## config.mk

```make
export PLATFORM = sky130hd
export DESIGN_NAME = mmio_uart_tx_flat
export DESIGN_NICKNAME = d
export VERILOG_FILES = /design/src/rtl/uart_pkg.sv /design/src/rtl/mmio_uart_tx_if.sv /design/src/rtl/uart_fifo.sv /design/src/rtl/mmio_uart_tx.sv /design/src/flat_wrapper.sv
export SDC_FILE = /design/constraint.sdc
export NUM_CORES = 1
export LEC_CHECK = 0
export CORE_MARGIN = 2
export CORE_UTILIZATION = 44
export CTS_BUF_LIST = sky130_fd_sc_hd__clkbuf_8
export CTS_CLUSTER_SIZE = 14
export DETAILED_ROUTE_END_ITERATION = 8
export GPL_ROUTABILITY_DRIVEN = 0
export PLACE_DENSITY = 0.91
export SYNTH_ARGS = -nofsm -noshare
export SYNTH_HDL_FRONTEND = slang
export SYNTH_SLANG_ARGS = --single-unit
```

## constraint.sdc

```tcl
create_clock -name clk -period 3.1 [get_ports clk]
set_input_delay 0.31 -clock clk [delete_from_list [all_inputs] [get_ports clk]]
set_output_delay 0.31 -clock clk [all_outputs]
set_load 0.01 [all_outputs]
```

## src/rtl/uart_pkg.sv

```systemverilog
// Shared register offsets, STATUS bit positions and FSM state encoding for mmio_uart_tx.
// Imported by the top module and the bench.
package uart_pkg;
  localparam logic [3:0] OFS_TXDATA = 4'h0;
  localparam logic [3:0] OFS_STATUS = 4'h4;
  localparam logic [3:0] OFS_RXDATA = 4'h8;

  localparam int ST_BUSY   = 0;
  localparam int ST_FULL   = 1;
  localparam int ST_EMPTY  = 2;
  localparam int ST_OVF    = 3;
  localparam int ST_CNT_LO = 4;
  localparam int ST_RXV    = 8;

  typedef enum logic [1:0] {IDLE, START, DATA, STOP} tx_state_t;
endpackage

```

## src/rtl/mmio_uart_tx_if.sv

```systemverilog
// Unified core memory port as seen by the UART splitter: address/store data in,
// load data and RAM write enable out. The master side is the core plus RAM.
interface mmio_uart_tx_if;
  logic [31:0] adr;
  logic [31:0] writedata;
  logic        memwrite;
  logic [31:0] readdata;
  logic [31:0] ramreaddata;
  logic        ramwe;

  modport master (output adr, writedata, memwrite, ramreaddata, input readdata, ramwe);
  modport slave  (input adr, writedata, memwrite, ramreaddata, output readdata, ramwe);
endinterface

```

## src/rtl/uart_fifo.sv

```systemverilog
// Circular TX byte buffer; push is registered, dout shows the head combinationally.
// Push while full is dropped (caller flags overflow); pop while empty is ignored.
module uart_fifo #(
  parameter int DEPTH = 4,
  parameter int WIDTH = 8
) (
  input  logic                     clk,
  input  logic                     reset,
  input  logic                     push,
  input  logic                     pop,
  input  logic [WIDTH-1:0]         din,
  output logic [WIDTH-1:0]         dout,
  output logic                     full,
  output logic                     empty,
  output logic [$clog2(DEPTH):0]   count
);
  localparam int AW = $clog2(DEPTH);
  localparam int CW = AW + 1;

  logic [WIDTH-1:0] mem [DEPTH];
  logic [AW-1:0]    wr_ptr;
  logic [AW-1:0]    rd_ptr;
  logic             do_push;
  logic             do_pop;

  assign full    = (count == CW'(DEPTH));
  assign empty   = (count == '0);
  assign do_push = push & ~full;
  assign do_pop  = pop & ~empty;
  assign dout    = mem[rd_ptr];

  // Pointers wrap naturally because DEPTH is a power of two.
  always_ff @(posedge clk) begin
    if (reset) begin
      wr_ptr <= '0;
      rd_ptr <= '0;
      count  <= '0;
    end else begin
      if (do_push) begin
        mem[wr_ptr] <= din;
        wr_ptr      <= wr_ptr + 1'b1;
      end
      if (do_pop) rd_ptr <= rd_ptr + 1'b1;
      count <= count + CW'(do_push) - CW'(do_pop);
    end
  end
endmodule

```

## src/rtl/mmio_uart_tx.sv

```systemverilog
// MMIO splitter + 8N1 UART transmitter: UART window hits internal regs, else RAM; loads are combinational.
// Optional receiver (rxd port, RXDATA, STATUS.rx_valid) built when UART_RX_EN is defined.
module mmio_uart_tx
  import uart_pkg::*;
#(
  parameter logic [31:0] UART_BASE    = 32'hFFFF_0000,
  parameter int          CLKS_PER_BIT = 16,
  parameter int          FIFO_DEPTH   = 4
) (
  input  logic           clk,
  input  logic           reset,
  mmio_uart_tx_if.slave  bus,
  output logic           txd
`ifdef UART_RX_EN
  ,
  input  logic           rxd
`endif
);
  localparam int             CW        = $clog2(CLKS_PER_BIT);
  localparam int             FCW       = $clog2(FIFO_DEPTH) + 1;
  localparam logic [CW-1:0]  BAUD_LOAD = CW'(CLKS_PER_BIT - 1);

  logic            hit;
  logic [3:0]      ofs;
  logic            tx_wr;
  logic            st_wr;
  logic            fifo_pop;
  logic            fifo_full;
  logic            fifo_empty;
  logic [7:0]      fifo_dout;
  logic [FCW-1:0]  fifo_count;
  tx_state_t       state;
  logic [CW-1:0]   baud;
  logic [7:0]      shift;
  logic [2:0]      bit_idx;
  logic            overflow;
  logic            bit_end;
  logic [31:0]     status;

  assign hit      = (bus.adr[31:4] == UART_BASE[31:4]);
  assign ofs      = bus.adr[3:0];
  assign bus.ramwe = bus.memwrite & ~hit;
  assign tx_wr    = bus.memwrite & hit & (ofs == OFS_TXDATA);
  assign st_wr    = bus.memwrite & hit & (ofs == OFS_STATUS);
  assign fifo_pop = (state == IDLE) & ~fifo_empty;
  assign bit_end  = (baud == '0);

  uart_fifo #(.DEPTH(FIFO_DEPTH), .WIDTH(8)) u_fifo (
    .clk   (clk),
    .reset (reset),
    .push  (tx_wr),
    .pop   (fifo_pop),
    .din   (bus.writedata[7:0]),
    .dout  (fifo_dout),
    .full  (fifo_full),
    .empty (fifo_empty),
    .count (fifo_count)
  );

  // A dropped byte sets overflow even if software clears it on the same edge.
  always_ff @(posedge clk) begin
    if (reset)                         overflow <= 1'b0;
    else if (tx_wr & fifo_full)        overflow <= 1'b1;
    else if (st_wr & bus.writedata[3]) overflow <= 1'b0;
  end

  // txd is loaded with the level of the state being entered, so it is glitch-free.
  always_ff @(posedge clk) begin
    if (reset) begin
      state   <= IDLE;
      txd     <= 1'b1;
      baud    <= '0;
      shift   <= '0;
      bit_idx <= '0;
    end else begin
      case (state)
        IDLE: begin
          txd <= 1'b1;
          if (!fifo_empty) begin
            shift <= fifo_dout;
            baud  <= BAUD_LOAD;
            txd   <= 1'b0;
            state <= START;
          end
        end
        START: begin
          if (bit_end) begin
            state   <= DATA;
            bit_idx <= '0;
            baud    <= BAUD_LOAD;
            txd     <= shift[0];
          end else baud <= baud - 1'b1;
        end
        DATA: begin
          if (bit_end) begin
            shift   <= shift >> 1;
            bit_idx <= bit_idx + 1'b1;
            baud    <= BAUD_LOAD;
            if (bit_idx == 3'd7) begin
              state <= STOP;
              txd   <= 1'b1;
            end else txd <= shift[1];
          end else baud <= baud - 1'b1;
        end
        STOP: begin
          if (bit_end) state <= IDLE;
          else         baud  <= baud - 1'b1;
        end
        default: state <= IDLE;
      endcase
    end
  end

`ifdef UART_RX_EN
  logic           rx_s1;
  logic           rx_s2;
  tx_state_t      rx_state;
  logic [CW-1:0]  rx_cnt;
  logic [7:0]     rx_shift;
  logic [7:0]     rx_data;
  logic [2:0]     rx_idx;
  logic           rx_valid;
  logic           rx_clr;

  assign rx_clr = bus.memwrite & hit & (ofs == OFS_RXDATA);

  // Half-bit initial count puts every later sample near the middle of its bit.
  always_ff @(posedge clk) begin
    if (reset) begin
      rx_s1    <= 1'b1;
      rx_s2    <= 1'b1;
      rx_state <= IDLE;
      rx_cnt   <= '0;
      rx_shift <= '0;
      rx_data  <= '0;
      rx_idx   <= '0;
      rx_valid <= 1'b0;
    end else begin
      rx_s1 <= rxd;
      rx_s2 <= rx_s1;
      if (rx_clr) rx_valid <= 1'b0;
      case (rx_state)
        IDLE: if (!rx_s2) begin
          rx_state <= START;
          rx_cnt   <= CW'(CLKS_PER_BIT / 2);
        end
        START: begin
          if (rx_cnt == '0) begin
            rx_state <= rx_s2 ? IDLE : DATA;
            rx_idx   <= '0;
            rx_cnt   <= BAUD_LOAD;
          end else rx_cnt <= rx_cnt - 1'b1;
        end
        DATA: begin
          if (rx_cnt == '0) begin
            rx_shift <= {rx_s2, rx_shift[7:1]};
            rx_idx   <= rx_idx + 1'b1;
            rx_cnt   <= BAUD_LOAD;
            if (rx_idx == 3'd7) rx_state <= STOP;
          end else rx_cnt <= rx_cnt - 1'b1;
        end
        STOP: begin
          if (rx_cnt == '0) begin
            if (rx_s2) begin
              rx_data  <= rx_shift;
              rx_valid <= 1'b1;
            end
            rx_state <= IDLE;
          end else rx_cnt <= rx_cnt - 1'b1;
        end
        default: rx_state <= IDLE;
      endcase
    end
  end
`endif

  always_comb begin
    status              = '0;
    status[ST_BUSY]     = (state != IDLE);
    status[ST_FULL]     = fifo_full;
    status[ST_EMPTY]    = fifo_empty;
    status[ST_OVF]      = overflow;
    status[ST_CNT_LO +: 4] = 4'(fifo_count);
`ifdef UART_RX_EN
    status[ST_RXV]      = rx_valid;
`endif
  end

  always_comb begin
    bus.readdata = bus.ramreaddata;
    if (hit) begin
      case (ofs)
        OFS_STATUS: bus.readdata = status;
`ifdef UART_RX_EN
        OFS_RXDATA: bus.readdata = {24'h0, rx_data};
`endif
        default:    bus.readdata = 32'h0;
      endcase
    end
  end
endmodule

```

## src/flat_wrapper.sv

```systemverilog
// flat-port wrapper written by rule: the top's interface ports become plain ports
module mmio_uart_tx_flat import uart_pkg::*;
#(
  parameter logic [31:0] UART_BASE    = 32'hFFFF_0000,
  parameter int          CLKS_PER_BIT = 16,
  parameter int          FIFO_DEPTH   = 4
)
  (clk, reset, txd, bus_adr, bus_writedata, bus_memwrite, bus_ramreaddata, bus_readdata, bus_ramwe);
  mmio_uart_tx_if bus_i ();
  input  logic clk;
  input  logic reset;
  output logic txd;
  input wire logic [$bits(bus_i.adr)-1:0] bus_adr;
  input wire logic [$bits(bus_i.writedata)-1:0] bus_writedata;
  input wire logic [$bits(bus_i.memwrite)-1:0] bus_memwrite;
  input wire logic [$bits(bus_i.ramreaddata)-1:0] bus_ramreaddata;
  output wire logic [$bits(bus_i.readdata)-1:0] bus_readdata;
  output wire logic [$bits(bus_i.ramwe)-1:0] bus_ramwe;
  assign bus_i.adr = bus_adr;
  assign bus_i.writedata = bus_writedata;
  assign bus_i.memwrite = bus_memwrite;
  assign bus_i.ramreaddata = bus_ramreaddata;
  assign bus_readdata = bus_i.readdata;
  assign bus_ramwe = bus_i.ramwe;
  mmio_uart_tx #(.UART_BASE(UART_BASE), .CLKS_PER_BIT(CLKS_PER_BIT), .FIFO_DEPTH(FIFO_DEPTH)) u_core (.clk(clk), .reset(reset), .bus(bus_i), .txd(txd));
endmodule
```

==> results of run 1 <==
-- layout by cell type, fill, tap and decap left out, types with 2 or more instances in the layout --
cell type and count:
sky130_fd_sc_hd__a211oi_1 5, sky130_fd_sc_hd__a211oi_2 3, sky130_fd_sc_hd__a21oi_1 9, sky130_fd_sc_hd__and2_1 28
sky130_fd_sc_hd__and4b_1 2, sky130_fd_sc_hd__buf_4 9, sky130_fd_sc_hd__clkbuf_8 9, sky130_fd_sc_hd__clkdlybuf4s50_1 108
sky130_fd_sc_hd__clkinv_1 2, sky130_fd_sc_hd__clkinvlp_4 4, sky130_fd_sc_hd__dfxtp_1 28, sky130_fd_sc_hd__edfxtp_1 32
sky130_fd_sc_hd__ha_1 14, sky130_fd_sc_hd__inv_1 10, sky130_fd_sc_hd__mux2i_1 10, sky130_fd_sc_hd__mux4_2 8
sky130_fd_sc_hd__nand2_1 19, sky130_fd_sc_hd__nand2b_1 2, sky130_fd_sc_hd__nand3_1 7, sky130_fd_sc_hd__nand4_1 14
sky130_fd_sc_hd__nand4b_1 2, sky130_fd_sc_hd__nor2_1 33, sky130_fd_sc_hd__nor2b_1 4, sky130_fd_sc_hd__nor3_1 5
sky130_fd_sc_hd__nor3b_1 2, sky130_fd_sc_hd__nor4_1 3, sky130_fd_sc_hd__o21ai_0 7, sky130_fd_sc_hd__o31ai_1 5
sky130_fd_sc_hd__o32ai_1 2, sky130_fd_sc_hd__xnor2_1 4
-- worst max path at each step --
stage                     from                     end  slack [ns]
floorplan           bus_adr[7]  u_core.u_fifo.count[2]        0.41
global placement    bus_adr[9]  u_core.u_fifo.count[2]        0.04
detailed placement  bus_adr[9]  u_core.u_fifo.count[2]       -0.16
CTS                 bus_adr[9]         bus_readdata[2]        0.17
global route        bus_adr[9]  u_core.u_fifo.count[2]        0.03
finish              bus_adr[9]  u_core.u_fifo.count[2]        0.24
-- power groups by stage --
stage	clock network, mW	logic [mW]	registers (mW)
finish	0.672	1.17	1.09
global route	0.715	1.31	1.11
CTS	0.681	1.17	1.09
detailed placement	0	1.15	1.10
global placement	0	1.11	1.09
floorplan	0	0.901	1.05
-- final cells by class --
type                       count  share of cell area (%)
multi-input combinational    203                    33.6
sequential                    60                    33.5
timing repair buffer         117                    25.3
clock buffer                   9                    2.72
tap                           96                    2.64
clock inverter                 7                    1.49
inverter                      10                   0.825
-- metrics by stage --
stage	total power [mW]	worst slack [ns]	setup TNS [ns]
2_1_floorplan	1.95	0.412	0
3_3_place_gp	2.20	0.0365	0
3_5_place_dp	2.26	-0.163	-0.163
4_1_cts	2.93	0.170	0
5_1_grt	3.13	0.0319	0
6_report	2.93	0.239	0
-- flip-flops by register name, summed over array words and instances, names as in the netlist, named ones only --
register and flops:
u_core.state 2, u_core.u_fifo.count 3, u_core.shift 8, u_core.u_fifo.rd_ptr 2, u_core.txd 1, u_core.baud 4
u_core.overflow 1, u_core.u_fifo.mem 32, u_core.bit_idx 3, u_core.u_fifo.wr_ptr 2
-- timing repair --
item / 4_1_cts / 5_1_grt
endpoints found under the setup margin: 0 / 1
endpoints found under the hold margin: 0 / 0
gates resized for setup: 0 / 1
setup buffers: 0 / 0
-- per-layer routing --
metal | part of all wire, % | wire [microns]
met1 | 37 | 2820
met4 | 2.3 | 179
met2 | 56 | 4250
met5 | 0 | 0
met3 | 5.1 | 390
-- critical path: cells and delay by family --
| family | cells | cell delay (ns) |
|---|---|---|
| XOR/XNOR | 2 | 0.33 |
| buffers and inverters | 2 | 0.51 |
| adder cells (fa/ha/maj) | 3 | 0.87 |
| AND/OR/NAND/NOR | 5 | 1.05 |
-- cells by family (layout without fill, tap and decap cells) --
logic type | after synthesis | in the layout | share of synthesized area [%]
flip-flops | 60 | 60 | 48.6
AO/OA/AOI/OAI | 36 | 36 | 8.27
adder cells (fa/ha/maj) | 15 | 15 | 6.23
multiplexers | 19 | 19 | 9.31
buffers and inverters | 21 | 143 | 2.80
XOR/XNOR | 4 | 4 | 1.12
AND/OR/NAND/NOR | 129 | 129 | 23.7
==> out/metrics.json, run 1 <==
{
  "outcome": {"value": "completed"},
  "cts.path.max_buffers": {"value": 2},
  "synthesis.nets": {"value": 398},
  "synth_top_flop_cell": {"value": "sky130_fd_sc_hd__edfxtp_1"},
  "crit_required": {"value": 3.32, "unit": "ns"},
  "cellPowerDensity": {"value": 643, "unit": "mW/mm^2"},
  "post-synth-top-area-cell": {"value": "sky130_fd_sc_hd__edfxtp_1"},
  "p_sw_share": {"value": 35.1, "unit": "%"},
  "post_synthesis_instance_area": {"value": 0.00313, "unit": "sq mm"},
  "worstReg2RegStart": {"value": "u_core.state[0]"},
  "num_clock_sinks": {"value": 60},
  "fmaxAchievable": {"value": 0.349, "unit": "GHz"},
  "final_min_period_over_clock_period": {"value": 92.3, "unit": "%"},
  "rows": {"value": 30},
  "die-area": {"value": 0.00781, "unit": "sq mm"},
  "dpl_wire_length": {"value": 5860, "unit": "microns"},
  "dp_cells": {"value": 486},
  "io_buffer_count": {"value": 108},
  "setup.worst_path.class": {"value": "input port to register"},
  "synth.cells.most_frequent": {"value": "33 x sky130_fd_sc_hd__nor2_1, 32 x sky130_fd_sc_hd__edfxtp_1, 28 x sky130_fd_sc_hd__and2_1, 28 x sky130_fd_sc_hd__dfxtp_1, 19 x sky130_fd_sc_hd__nand2_1"},
  "clkSlewWorstSetupHoldPaths": {"value": 0.07, "unit": "ns"},
  "final_design_area_no_fill": {"value": 0.00455, "unit": "sq mm"},
  "main_area_contributors_after_synthesis": {"value": "sky130_fd_sc_hd__edfxtp_1 31%, sky130_fd_sc_hd__dfxtp_1 18%, sky130_fd_sc_hd__mux4_2 5.8%, sky130_fd_sc_hd__and2_1 5.6%, sky130_fd_sc_hd__ha_1 5.6%"},
  "synthArstFlopShare": {"value": 0, "unit": "%"},
  "viasPerCell": {"value": 5.32},
  "timing.hold.worst_path_depth": {"value": 2},
  "end_of_the_worst_register_to_register_path": {"value": "u_core.shift[7]"},
  "track_usage": {"value": 20.7, "unit": "%"},
  "hold_viol_final": {"value": 0},
  "ir_worst_vdd": {"value": 0.000316, "unit": "V"},
  "clock_insertion_delay_worst_skew": {"value": 0.34, "unit": "ns"},
  "yosysUniqueCellTypes": {"value": 43},
  "period_minus_slack": {"value": 2.86, "unit": "ns"},
  "floorplan.core_area": {"value": 0.00683, "unit": "sq mm"},
  "placement.cell_area": {"value": 0.00435, "unit": "sq mm"},
  "final.fill_count": {"value": 503},
  "cts_made_buffers": {"value": 9},
  "rsz0062_at_grt": {"value": "no"},
  "synth_sequential_area_ratio": {"value": 48.6, "unit": "%"},
  "synthesis.area_per_instance": {"value": 11.0, "unit": "sq um"},
  "tritoncts": {"value": "built"},
  "worst-slew-pin-transition": {"value": 0.810, "unit": "ns"},
  "area_growth_syn_to_layout": {"value": 45.2, "unit": "%"},
  "top_usage_layer": {"value": "met2"},
  "remaining_drc_errors": {"value": 0},
  "first_pass_grt_wire_length": {"value": 12400, "unit": "microns"},
  "finalNetCount": {"value": 515},
  "worst_setup_path_end_kind": {"value": "register"},
  "ff_latch_area": {"value": 0.00152, "unit": "sq mm"},
  "worst_r2r_path_depth": {"value": 6},
  "drive_gt1_share": {"value": 10.6, "unit": "%"},
  "power_share_of_the_sequential_group": {"value": 37.1, "unit": "%"},
  "crit_arrival": {"value": 3.08, "unit": "ns"},
  "die_h": {"value": 88.4, "unit": "microns"},
  "via_count": {"value": 2669},
  "postCtsHoldBufs": {"value": 0},
  "crit_fanout": {"value": 2},
  "power_frac_comb": {"value": 39.9, "unit": "%"},
  "worst_hold_startpoint": {"value": "u_core.bit_idx[1]"},
  "initial_antenna_violation_count": {"value": 0},
  "critPathMaxStageDelay": {"value": 0.46, "unit": "ns"},
  "detail_route.iter0.violations": {"value": 86},
  "power.leakage": {"value": 1.61, "unit": "nW"},
  "final_core_util": {"value": 66.6, "unit": "%"},
  "drt_pre_antenna_iters": {"value": 4},
  "grt-ovfl-total": {"value": 0},
  "syn-instance-count": {"value": 284},
  "grt_pass1_vias": {"value": 2823},
  "post-synth-top-count-cell": {"value": "sky130_fd_sc_hd__nor2_1"},
  "total_area_of_multi_input_combinational_cells": {"value": 0.00153, "unit": "sq mm"},
  "critical_path_cell_sequence": {"value": "clkdlybuf4s50_1 -> nor4b_2 -> nand4_1 -> nor4_4 -> nand4_1 -> ha_1 -> inv_1 -> ha_1 -> fa_1 -> xnor2_1 -> xnor2_1 -> nor2_1"},
  "netsw": {"value": 1.03, "unit": "mW"},
  "finalSetupViolCount": {"value": 0},
  "maxcap_viol_count": {"value": 0},
  "cts_h_tree_depth": {"value": 3},
  "yosysWarnings": {"value": 0},
  "finalHoldWorstSlack": {"value": 0.471, "unit": "ns"},
  "rrSetupSlack": {"value": 0.67, "unit": "ns"},
  "worst_path_max_delay_cell": {"value": "sky130_fd_sc_hd__clkdlybuf4s50_1"},
  "headroom_to_the_max_slew_limit": {"value": 46.0, "unit": "%"},
  "share_of_the_synthesized_area_in_the_top_cell_type": {"value": 30.7, "unit": "%"},
  "gr-usage-met3": {"value": 6.34, "unit": "%"},
  "pin_count_of_the_biggest_net_entering_global_routing": {"value": 28},
  "wirelength": {"value": 7630, "unit": "microns"},
  "holdCritPathClass": {"value": "register to register"},
  "cts-root-buf": {"value": "sky130_fd_sc_hd__clkbuf_8"},
  "layout.cells.non_filler": {"value": 502},
  "dr_wl_cell": {"value": 15.2, "unit": "microns"},
  "power.clock.fraction": {"value": 23.0, "unit": "%"},
  "fin_worst_skew": {"value": 0.00528, "unit": "ns"},
  "floorplan.initialDensity": {"value": 45.8, "unit": "%"},
  "gr-usage-met2": {"value": 39.2, "unit": "%"},
  "synth_edf_count": {"value": 32},
  "synth-seq-cells": {"value": 60},
  "report.final.slew_viol_count": {"value": 0},
  "io_pins": {"value": 133},
  "cp-start-kind": {"value": "input port"},
  "fraction_of_met1_tracks_used_by_global_routing": {"value": 21.1, "unit": "%"},
  "antenna-diode-count": {"value": 0},
  "die_width": {"value": 88.4, "unit": "microns"},
  "internal_power": {"value": 1.90, "unit": "mW"},
  "whs_endpoint": {"value": "u_core.bit_idx[1]"},
  "detail-route-antenna-nets": {"value": 0}
}
No activity file was read; power rests on OpenSTA's default activity.
==> run 2: changes to the inputs <==
CTS_CLUSTER_DIAMETER = 50   (was unset)
==> results of run 2 <==
No change in the layout: final DEF, timing and power equal those of run 1.
